### src/rtl/alu_share_arbiter.sv
// rtl/alu_share_arbiter.sv - round-robin sharing of one ALU between two requesters
//
// Purpose: two requesters share one combinational ALU (ADD/SUB/AND/ORR). At
// most one operation is accepted per cycle. Each result and its NZCV flags are
// registered into a single-entry, back-pressured response buffer. Accepted
// operations that have set_flags high also update an architectural flags
// register.
//
// Ports:
//   CLK, Reset                   clock (rising edge), async active-high reset
//   reqN_valid / reqN_ready      request handshake, N = 0, 1
//   reqN_src_a / reqN_src_b      operands
//   reqN_ctrl                    00 ADD, 01 SUB, 10 AND, 11 ORR
//   reqN_set_flags               update cur_flags when the operation is accepted
//   rsp_valid / rsp_ready        response handshake
//   rsp_id, rsp_result, rsp_flags  issuing requester, result, {N,Z,C,V}
//   cur_flags                    architectural flags register
module alu_share_arbiter #(
   parameter int WIDTH = 32,
   parameter int ID_W  = 1
) (
   input  logic             CLK,
   input  logic             Reset,
   input  logic             req0_valid,
   output logic             req0_ready,
   input  logic [WIDTH-1:0] req0_src_a,
   input  logic [WIDTH-1:0] req0_src_b,
   input  logic [1:0]       req0_ctrl,
   input  logic             req0_set_flags,
   input  logic             req1_valid,
   output logic             req1_ready,
   input  logic [WIDTH-1:0] req1_src_a,
   input  logic [WIDTH-1:0] req1_src_b,
   input  logic [1:0]       req1_ctrl,
   input  logic             req1_set_flags,
   output logic             rsp_valid,
   input  logic             rsp_ready,
   output logic [ID_W-1:0]  rsp_id,
   output logic [WIDTH-1:0] rsp_result,
   output logic [3:0]       rsp_flags,
   output logic [3:0]       cur_flags
);

   // last_q = 1 means requester 1 was granted most recently; the reset value
   // of 1 lets requester 0 win the first contention.
   logic             last_q, last_d;
   logic             rsp_valid_q, rsp_valid_d;
   logic [ID_W-1:0]  rsp_id_q, rsp_id_d;
   logic [WIDTH-1:0] rsp_result_q, rsp_result_d;
   logic [3:0]       rsp_flags_q, rsp_flags_d;
   logic [3:0]       cur_flags_q, cur_flags_d;

   logic             grant0, grant1, slot_free, accept;
   logic [WIDTH-1:0] alu_a, alu_b, alu_res;
   logic [1:0]       alu_op;
   logic             alu_sf, alu_c, alu_v;
   logic [WIDTH:0]   alu_sum;
   logic [3:0]       alu_flags;

   // Buffer can take a new result if empty or being drained this cycle.
   assign slot_free = !rsp_valid_q || rsp_ready;

   assign grant0 = req0_valid && (!req1_valid || last_q);
   assign grant1 = req1_valid && (!req0_valid || !last_q);

   assign req0_ready = grant0 && slot_free;
   assign req1_ready = grant1 && slot_free;
   assign accept     = req0_ready || req1_ready;

   // Operand mux defaults to requester 0 when nothing is granted.
   assign alu_a  = grant1 ? req1_src_a     : req0_src_a;
   assign alu_b  = grant1 ? req1_src_b     : req0_src_b;
   assign alu_op = grant1 ? req1_ctrl      : req0_ctrl;
   assign alu_sf = grant1 ? req1_set_flags : req0_set_flags;

   always_comb begin
      alu_sum = '0;
      alu_res = '0;
      alu_c   = 1'b0;
      alu_v   = 1'b0;
      case (alu_op)
         2'b00: begin
            alu_sum = {1'b0, alu_a} + {1'b0, alu_b};
            alu_res = alu_sum[WIDTH-1:0];
            alu_c   = alu_sum[WIDTH];
            alu_v   = (alu_a[WIDTH-1] == alu_b[WIDTH-1]) && (alu_res[WIDTH-1] != alu_a[WIDTH-1]);
         end
         2'b01: begin
            // SUB as A + ~B + 1, so C=1 means no borrow.
            alu_sum = {1'b0, alu_a} + {1'b0, ~alu_b} + {{WIDTH{1'b0}}, 1'b1};
            alu_res = alu_sum[WIDTH-1:0];
            alu_c   = alu_sum[WIDTH];
            alu_v   = (alu_a[WIDTH-1] != alu_b[WIDTH-1]) && (alu_res[WIDTH-1] != alu_a[WIDTH-1]);
         end
         2'b10: alu_res = alu_a & alu_b;
         default: alu_res = alu_a | alu_b;
      endcase
      alu_flags = {alu_res[WIDTH-1], (alu_res == '0), alu_c, alu_v};
   end

   always_comb begin
      last_d       = last_q;
      rsp_valid_d  = rsp_valid_q;
      rsp_id_d     = rsp_id_q;
      rsp_result_d = rsp_result_q;
      rsp_flags_d  = rsp_flags_q;
      cur_flags_d  = cur_flags_q;
      if (accept) begin
         last_d       = grant1;
         rsp_valid_d  = 1'b1;
         rsp_id_d     = grant1 ? ID_W'(1) : '0;
         rsp_result_d = alu_res;
         rsp_flags_d  = alu_flags;
         if (alu_sf) begin
            cur_flags_d = alu_flags;
         end
      end else if (slot_free) begin
         rsp_valid_d = 1'b0;
      end
   end

   always_ff @(posedge CLK or posedge Reset) begin
      if (Reset) begin
         last_q       <= 1'b1;
         rsp_valid_q  <= 1'b0;
         rsp_id_q     <= '0;
         rsp_result_q <= '0;
         rsp_flags_q  <= '0;
         cur_flags_q  <= '0;
      end else begin
         last_q       <= last_d;
         rsp_valid_q  <= rsp_valid_d;
         rsp_id_q     <= rsp_id_d;
         rsp_result_q <= rsp_result_d;
         rsp_flags_q  <= rsp_flags_d;
         cur_flags_q  <= cur_flags_d;
      end
   end

   assign rsp_valid  = rsp_valid_q;
   assign rsp_id     = rsp_id_q;
   assign rsp_result = rsp_result_q;
   assign rsp_flags  = rsp_flags_q;
   assign cur_flags  = cur_flags_q;

endmodule

### config.mk
export PLATFORM = sky130hd
export DESIGN_NAME = alu_share_arbiter
export DESIGN_NICKNAME = d
export VERILOG_FILES = /design/src/rtl/alu_share_arbiter.sv
export SDC_FILE = /design/constraint.sdc
export NUM_CORES = 1
export LEC_CHECK = 0
export ABC_AREA = 1
export ABC_CLOCK_PERIOD_IN_PS = 7000
export BUFFER_PORTS_ARGS = -buffer_cell sky130_fd_sc_hd__buf_2
export CAP_MARGIN = 10
export CELL_PAD_IN_SITES_DETAIL_PLACEMENT = 0
export CELL_PAD_IN_SITES_GLOBAL_PLACEMENT = 1
export CORE_MARGIN = 2
export CORE_UTILIZATION = 30
export DETAILED_ROUTE_END_ITERATION = 8
export PLACE_DENSITY = 0.7
export SYNTH_ARGS = -nofsm -noshare
export SYNTH_HDL_FRONTEND = slang
export SYNTH_SLANG_ARGS = --single-unit
### constraint.sdc
create_clock -name CLK -period 7 [get_ports CLK]
set_input_delay 0.35 -clock CLK [delete_from_list [all_inputs] [get_ports CLK]]
set_output_delay 0.35 -clock CLK [all_outputs]
set_load 0.02 [all_outputs]
======== Yosys cells after proc, flatten, opt, wreduce, memory -nomap -nowiden ========
Cells that the tools add are included.
W data, S select, Z words.
cells by class
  add/sub/neg operators ................... 3
  equal/unequal tests ..................... 6
  mux-type cells .......................... 10
  bitwise operators ....................... 3
  reductions and logical operators ........ 18
operators by type and width
  kind                     count
  $pmux W32 S3             1
  $add A32 B32 Y33         2
  $mux W32                 2
  $add A33 B1 Y33 const B  1
  $and A32 B32 Y32         1
  $logic_not A32 Y1        1
  $not A32 Y32             1
  $or A32 B32 Y32          1
  $logic_and A1 B1 Y1      6
  $logic_not A1 Y1         4
  $logic_or A1 B1 Y1       4
  $mux W1                  4
  $pmux W1 S2              2
  $ne A1 B1 Y1             3
  $eq A2 B1 Y1 const B     1
  $eq A2 B2 Y1 const B     1
  $logic_not A2 Y1         1
  $mux W2                  1
  $reduce_and A2 Y1        1
  $reduce_bool A2 Y1       1
  $eq A1 B1 Y1             1
word-level totals
  bits in registers ....................... 43
  input bits .............................. 139
  output and inout port bits .............. 44
  word-level logic and storage cells ...... 46

======== Longest topological paths before layout ========
  depth after elaboration ................. 10
  depth in mapped cells ................... 30
  depth with buffers taken out ............ 25

======== Worst setup path before layout ========
OpenSTA, ideal clock, no wires.
  path kind ............................... register to register
  from .................................... reg last_q
  to ...................................... reg rsp_flags_q[2], in the netlist rsp_flags[2]
  setup time .............................. 66 ps
  data arrival time ....................... 3919 ps
  data required time ...................... 6934 ps
  setup slack ............................. 3015 ps
  cell stages (with the launch flop) ...... 29
  path buffers ............................ 4
  period minus slack after synthesis ...... 3985 ps
  cells stage by stage .................... dfstp_2 > nand2_2 > nand2_4 > buf_8 > clkbuf_1 > clkbuf_1 > clkbuf_1 > nand2_1 > o21ai_0 > inv_1 > ha_1 > fa_1 > nand2_1 > nand3_1 > nand3_1 > nand2_1 > nand2_1 > nand3_2 > a21oi_2 > o21ai_1 > nand2_1 > nand3_1 > nand3_1 > nand2_1 > nand2_1 > nand3_1 > nor2_2 > nand4_1 > nand2_1
between the ends
  cells in the longest elaborated chain, start to end .. 9
  elaborated cells on any way between the ends .. 22
  those cells by class .................... add/sub (3); eq/ne (2); mux (4); bitwise (3); reduce/logical (10)
RTL lines
  element                 RTL line  text
  from (decl)             46        logic last_q, last_d;
  from (signal assigned)  131       last_q <= last_d;
  $logic_not A1 Y1        64        assign grant1 = req1_valid && (!req0_valid || !last_q);
  $logic_or A1 B1 Y1      64
  $logic_and A1 B1 Y1     64
  $mux W32                72        assign alu_b = grant1 ? req1_src_b : req0_src_b;
  $not A32 Y32            90        alu_sum = {1'b0, alu_a} + {1'b0, ~alu_b} + {{WIDTH{1'b0}}, 1'b1};
  $add A32 B32 Y33        90
  $add A33 B1 Y33         90
  $pmux W32 S3            81        case (alu_op)
  $logic_not A32 Y1       98        alu_flags = {alu_res[WIDTH-1], (alu_res == '0), alu_c, alu_v};
  to (signal assigned)    135       rsp_flags_q <= rsp_flags_d;
  to (decl)               50        logic [3:0] rsp_flags_q, rsp_flags_d;
Several ways; a longest one is shown, not always the timed one.
A chain may end at the register's enable or synchronous reset.

======== Final worst setup path ========
Same ends and word-level chain as after synthesis.

==> report_table.html <==
<table>
<tr><th>Metric</th><th>Value</th></tr>
<tr><th colspan="2">Timing</th></tr>
<tr><td>Worst path setup slack after routing</td><td>between 2000 and 2500 ps</td></tr>
<tr><td>Clock period minus worst slack</td><td>~5000 ps</td></tr>
<tr><td>Period Utilization, post-route</td><td>70.8%</td></tr>
<tr><td>Final setup vio count</td><td>0</td></tr>
<tr><td>Fmax achieved</td><td>202 MHz</td></tr>
<tr><td>Total negative slack for setup checks</td><td>0 ps</td></tr>
<tr><td>Worst slew pin tran</td><td>939 ps</td></tr>
<tr><td>Unrepaired setup endpoints after global routing</td><td>false</td></tr>
<tr><td>Final count of hold timing violations</td><td>0</td></tr>
<tr><td>Worst Clk Skew</td><td>4.65 ps</td></tr>
<tr><td>Slew margin rel.</td><td>between 30% and 40%</td></tr>
<tr><td>Fin. max-slew vios</td><td>0</td></tr>
<tr><th colspan="2">Clock network</th></tr>
<tr><td>Clock buffer count from CTS</td><td>5</td></tr>
<tr><td>Number of buffers on the longest clock path</td><td>2</td></tr>
<tr><td>Clock latency on the worst-skew pair</td><td>roughly 290 ps</td></tr>
<tr><td>Post-CTS sizing</td><td>0</td></tr>
<tr><td>Clock-pin slew reported for the worst setup and hold paths after clock tree synthesis</td><td>60 ps</td></tr>
<tr><td>Library cell used as clock root buffer</td><td>sky130_fd_sc_hd__clkbuf_16</td></tr>
<tr><td>Hold Buf Count CTS</td><td>0</td></tr>
<tr><td>Number of clock sinks seen by CTS</td><td>42</td></tr>
<tr><td>CTS tree</td><td>yes</td></tr>
<tr><td>Setup bufs post-CTS</td><td>0</td></tr>
<tr><td>Deepest level of the CTS H-tree</td><td>2</td></tr>
<tr><th colspan="2">Synthesis</th></tr>
<tr><td>Share of synthesized area occupied by flip-flops and latches</td><td>between 10% and 20%</td></tr>
<tr><td>Fraction of post-synthesis cell area in the top cell type by area</td><td>18.2%</td></tr>
<tr><td>Post-Synth XOR/XNOR Area</td><td>less than 1%</td></tr>
<tr><td>Mean post-synth cell area</td><td>~5.7 um^2</td></tr>
<tr><td>Basic-gate share of the synthesized area counting and, or, nand and nor cells</td><td>between 30 and 40%</td></tr>
<tr><td>Count of cell types in the netlist</td><td>54</td></tr>
<tr><td>Share of synthesized cell area in full adder, half adder and majority cells</td><td>~15%</td></tr>
<tr><td>EDFF count, synth</td><td>0</td></tr>
<tr><td>Largest family of logic cells by synthesized area</td><td>simple AND/OR/NAND/NOR gates</td></tr>
<tr><td>Synth async-reset ratio</td><td>100%</td></tr>
<tr><td>Net count of the mapped netlist</td><td>~1700</td></tr>
<tr><td>Main area contributors after synthesis</td><td>sky130_fd_sc_hd__nand2_1, sky130_fd_sc_hd__ha_1, sky130_fd_sc_hd__dfrtp_1</td></tr>
<tr><td>Post-synthesis cell area</td><td>8570 um^2</td></tr>
<tr><td>Multiplexer share of the synthesized area</td><td>less than 1%</td></tr>
<tr><td>Post-synthesis register bit count</td><td>42</td></tr>
<tr><td>Post-synthesis compound-gate area fraction</td><td>17.4%</td></tr>
<tr><td>Cell count after synthesis</td><td>1503</td></tr>
<tr><td>Number of warning messages in the yosys log</td><td>0</td></tr>
<tr><td>Synth Flop Type</td><td>sky130_fd_sc_hd__dfrtp_1</td></tr>
<tr><td>Biggest area consumer among synthesized cells</td><td>sky130_fd_sc_hd__nand2_1</td></tr>
<tr><th colspan="2">Setup path</th></tr>
<tr><td>Worst Path Required</td><td>7230 ps</td></tr>
<tr><td>CP Max Fanout</td><td>73</td></tr>
<tr><td>Critical register-to-register path startpoint</td><td>last_q</td></tr>
<tr><td>CP Cell Sequence</td><td>nand2_2 &gt; nand2_4 &gt; buf_4 &gt; mux2_2 &gt; ha_1 &gt; inv_2 &gt; a21oi_1 &gt; o21ai_0 &gt; a21oi_1 &gt; nor2_1 &gt; nor2_1 &gt; nand3_1 &gt; nand2_1 &gt; nor2_1 &gt; nor2_1 &gt; nand3_1 &gt; nor2_1 &gt; nand3_1 &gt; nor2_2 &gt; nand4_1 &gt; nand2_1</td></tr>
<tr><td>Element type at the critical path start</td><td>flop</td></tr>
<tr><td>Gate family responsible for the most delay along the worst path</td><td>simple AND/OR/NAND/NOR gates</td></tr>
<tr><td>Critical path launch point</td><td>last_q</td></tr>
<tr><td>Standard cell with the maximum stage delay on the critical path</td><td>sky130_fd_sc_hd__buf_4</td></tr>
<tr><td>Critical Path AT</td><td>between 5000 and 6000 ps</td></tr>
<tr><td>Critical path start-end classification</td><td>flop to flop</td></tr>
<tr><td>Critical path endpoint category</td><td>flop</td></tr>
<tr><td>Maximum single-stage delay on the critical path</td><td>about 660 ps</td></tr>
<tr><td>Cell mode on critical path</td><td>sky130_fd_sc_hd__nor2_1</td></tr>
<tr><td>Critical path buffers and inverters</td><td>2</td></tr>
<tr><td>Worst-case register-to-register setup slack</td><td>2040 ps</td></tr>
<tr><th colspan="2">Cells and area</th></tr>
<tr><td>Most common cell after layout, fill and taps aside</td><td>sky130_fd_sc_hd__nand2_1</td></tr>
<tr><td>Fraction of final layout cells with drive strength greater than 1</td><td>16.8%</td></tr>
<tr><td>Fin nets</td><td>roughly 1900</td></tr>
<tr><td>Number of fillers in the final layout</td><td>between 3000 and 4000</td></tr>
<tr><td>Final instance area</td><td>a little under 10000 um^2</td></tr>
<tr><td>Number of antenna diodes</td><td>0</td></tr>
<tr><td>Leading cell types in the layout, fill and taps excluded</td><td>sky130_fd_sc_hd__nand2_1, sky130_fd_sc_hd__inv_1, sky130_fd_sc_hd__buf_2, sky130_fd_sc_hd__nor2_1, sky130_fd_sc_hd__o21ai_0</td></tr>
<tr><td>Area overhead of the layout relative to synthesis</td><td>16.0%</td></tr>
<tr><th colspan="2">Power and ir drop</th></tr>
<tr><td>Power per Cell Area</td><td>~250 nW/um^2</td></tr>
<tr><td>Power Total</td><td>2520 uW</td></tr>
<tr><td>Reported leakage power</td><td>about 0.0056 uW</td></tr>
<tr><td>Worst IR drop on VDD</td><td>approximately 0.13 mV</td></tr>
<tr><th colspan="2">Worst hold path</th></tr>
<tr><td>Min-delay worst type</td><td>primary input to asynchronous set/reset pin</td></tr>
<tr><th colspan="2">Detailed routing</th></tr>
<tr><td>Drt pass-1 iters</td><td>5</td></tr>
<tr><td>Vias/cell</td><td>a little under 5</td></tr>
<tr><td>Final routed wirelength across all metal layers</td><td>about 35 mm</td></tr>
<tr><td>DRC marker count from the first detailed-route iteration</td><td>roughly 860</td></tr>
<tr><td>Routed length per instance</td><td>around 17 um</td></tr>
<tr><td>Via count</td><td>between 9000 and 10000</td></tr>
<tr><td>DRC errors left</td><td>0</td></tr>
<tr><td>Remaining number of nets flagged by the antenna check after routing</td><td>0</td></tr>
<tr><th colspan="2">Global route</th></tr>
<tr><td>Global-route wire length before repair</td><td>~53 mm</td></tr>
<tr><td>Aggregate global routing overflow</td><td>0</td></tr>
<tr><td>Via count of the first global-routing pass</td><td>slightly above 9000</td></tr>
<tr><td>Pin count of the biggest net entering global routing</td><td>74</td></tr>
<tr><td>Initial antenna violation count</td><td>0</td></tr>
<tr><td>Tot GR Track Use</td><td>around 23%</td></tr>
<tr><th colspan="2">Job</th></tr>
<tr><td>Total of max-cap violations</td><td>0</td></tr>
<tr><th colspan="2">Die</th></tr>
<tr><td>Die Span Y</td><td>roughly 170 um</td></tr>
<tr><td>Area of the die</td><td>roughly 30000 um^2</td></tr>
<tr><td>Top Ports</td><td>roughly 180</td></tr>
<tr><td>Effective utilization at floorplan</td><td>between 30% and 40%</td></tr>
<tr><td>Die boundary width</td><td>173 um</td></tr>
<tr><td>Core box area</td><td>around 28000 um^2</td></tr>
<tr><td>Count of standard-cell rows</td><td>just over 60</td></tr>
<tr><th colspan="2">Outcome</th></tr>
<tr><td>Status</td><td>complete, no violations</td></tr>
<tr><th colspan="2">Placement</th></tr>
<tr><td>DP Area</td><td>~10000 um^2</td></tr>
<tr><td>Post-Place Worst Slack</td><td>about 2100 ps</td></tr>
<tr><td>Placer Congestion</td><td>0.971</td></tr>
<tr><td>Estimated wirelength of the detail-placed design</td><td>roughly 29 mm</td></tr>
<tr><td>Buffers added on ports</td><td>182</td></tr>
</table>
-- worst min-delay path: stages --
cell and delay (ps):
sky130_fd_sc_hd__buf_2 100, sky130_fd_sc_hd__clkinv_1 30, sky130_fd_sc_hd__buf_4 430
-- final timing paths --
path                            cells past startpoint              to
worst max-delay path                               21    rsp_flags[2]
worst min-delay path                                3  rsp_result[30]
worst max register to register                     21    rsp_flags[2]
worst min register to register                      2   rsp_result[5]
max in group asynchronous                           3          last_q
min in group CLK                                    4       rsp_valid
-- cell usage after synthesis, types with 11 or more instances --
cell                       count
sky130_fd_sc_hd__nand4_1      20
sky130_fd_sc_hd__inv_1       273
sky130_fd_sc_hd__nor3_1       17
sky130_fd_sc_hd__o21ai_1      12
sky130_fd_sc_hd__ha_1        100
sky130_fd_sc_hd__inv_2        12
sky130_fd_sc_hd__nand2_1     415
sky130_fd_sc_hd__a21oi_1      68
sky130_fd_sc_hd__o21ai_0     129
sky130_fd_sc_hd__dfrtp_1      41
sky130_fd_sc_hd__buf_2        11
sky130_fd_sc_hd__nor2_1      143
sky130_fd_sc_hd__nand2_2      16
sky130_fd_sc_hd__nand2_4      11
sky130_fd_sc_hd__nand3_1     103
sky130_fd_sc_hd__nand3_2      14
sky130_fd_sc_hd__clkbuf_1     21
-- per-layer routing --
layer,global-route usage (%),part of all wire [%],vias up
met5,0,0,-
met4,4.63,1.6,0
met3,3.28,8.5,26
met2,33.4,41,390
met1,34.1,49,4479
li1,-,-,5047
-- registers in the layout (all words and copies together), names as in the netlist --
name,cells
cur_flags,4
rsp_result,32
last_q,1
rsp_valid,1
rsp_id,1
rsp_flags,3
-- power by group --
part	leakage, uW	switching, uW	internal, uW
Combinational	0.00504	1300	562
Clock	0.0000836	92.6	167
Sequential	0.000522	54.0	345
-- per-stage QoR --
stage | hold WS [ps] | std cells | utilization [%]
3_5_place_dp | 463 | 2026 | 35.0
6_report | 178 | 2034 | 35.6
2_1_floorplan | 489 | 1503 | -
3_3_place_gp | 459 | 2026 | 35.0
4_1_cts | 211 | 2034 | 35.6
5_1_grt | 232 | 2034 | 35.6
-- final cells by class --
cell class | count | area (um^2) | share of cell area (%)
Tap cell | 378 | 473 | 4.76
Clock inverter | 3 | 40.0 | 0.403
Sequential cell | 42 | 1050 | 10.6
Timing Repair Buffer | 186 | 941 | 9.46
Multi-Input combinational cell | 1134 | 6240 | 62.7
Inverter | 286 | 1080 | 10.8
Clock buffer | 5 | 125 | 1.26
-- logic make-up (layout without fill, tap and decap cells) --
kind of cell,count (synthesis),after routing
flip-flops,42,42
multiplexers,2,2
XOR/XNOR,6,6
AO/OA/AOI/OAI,261,261
AND/OR/NAND/NOR,763,763
buffers and inverters,327,480
adder cells (fa/ha/maj),102,102
No activity file was read; power rests on OpenSTA's default activity.
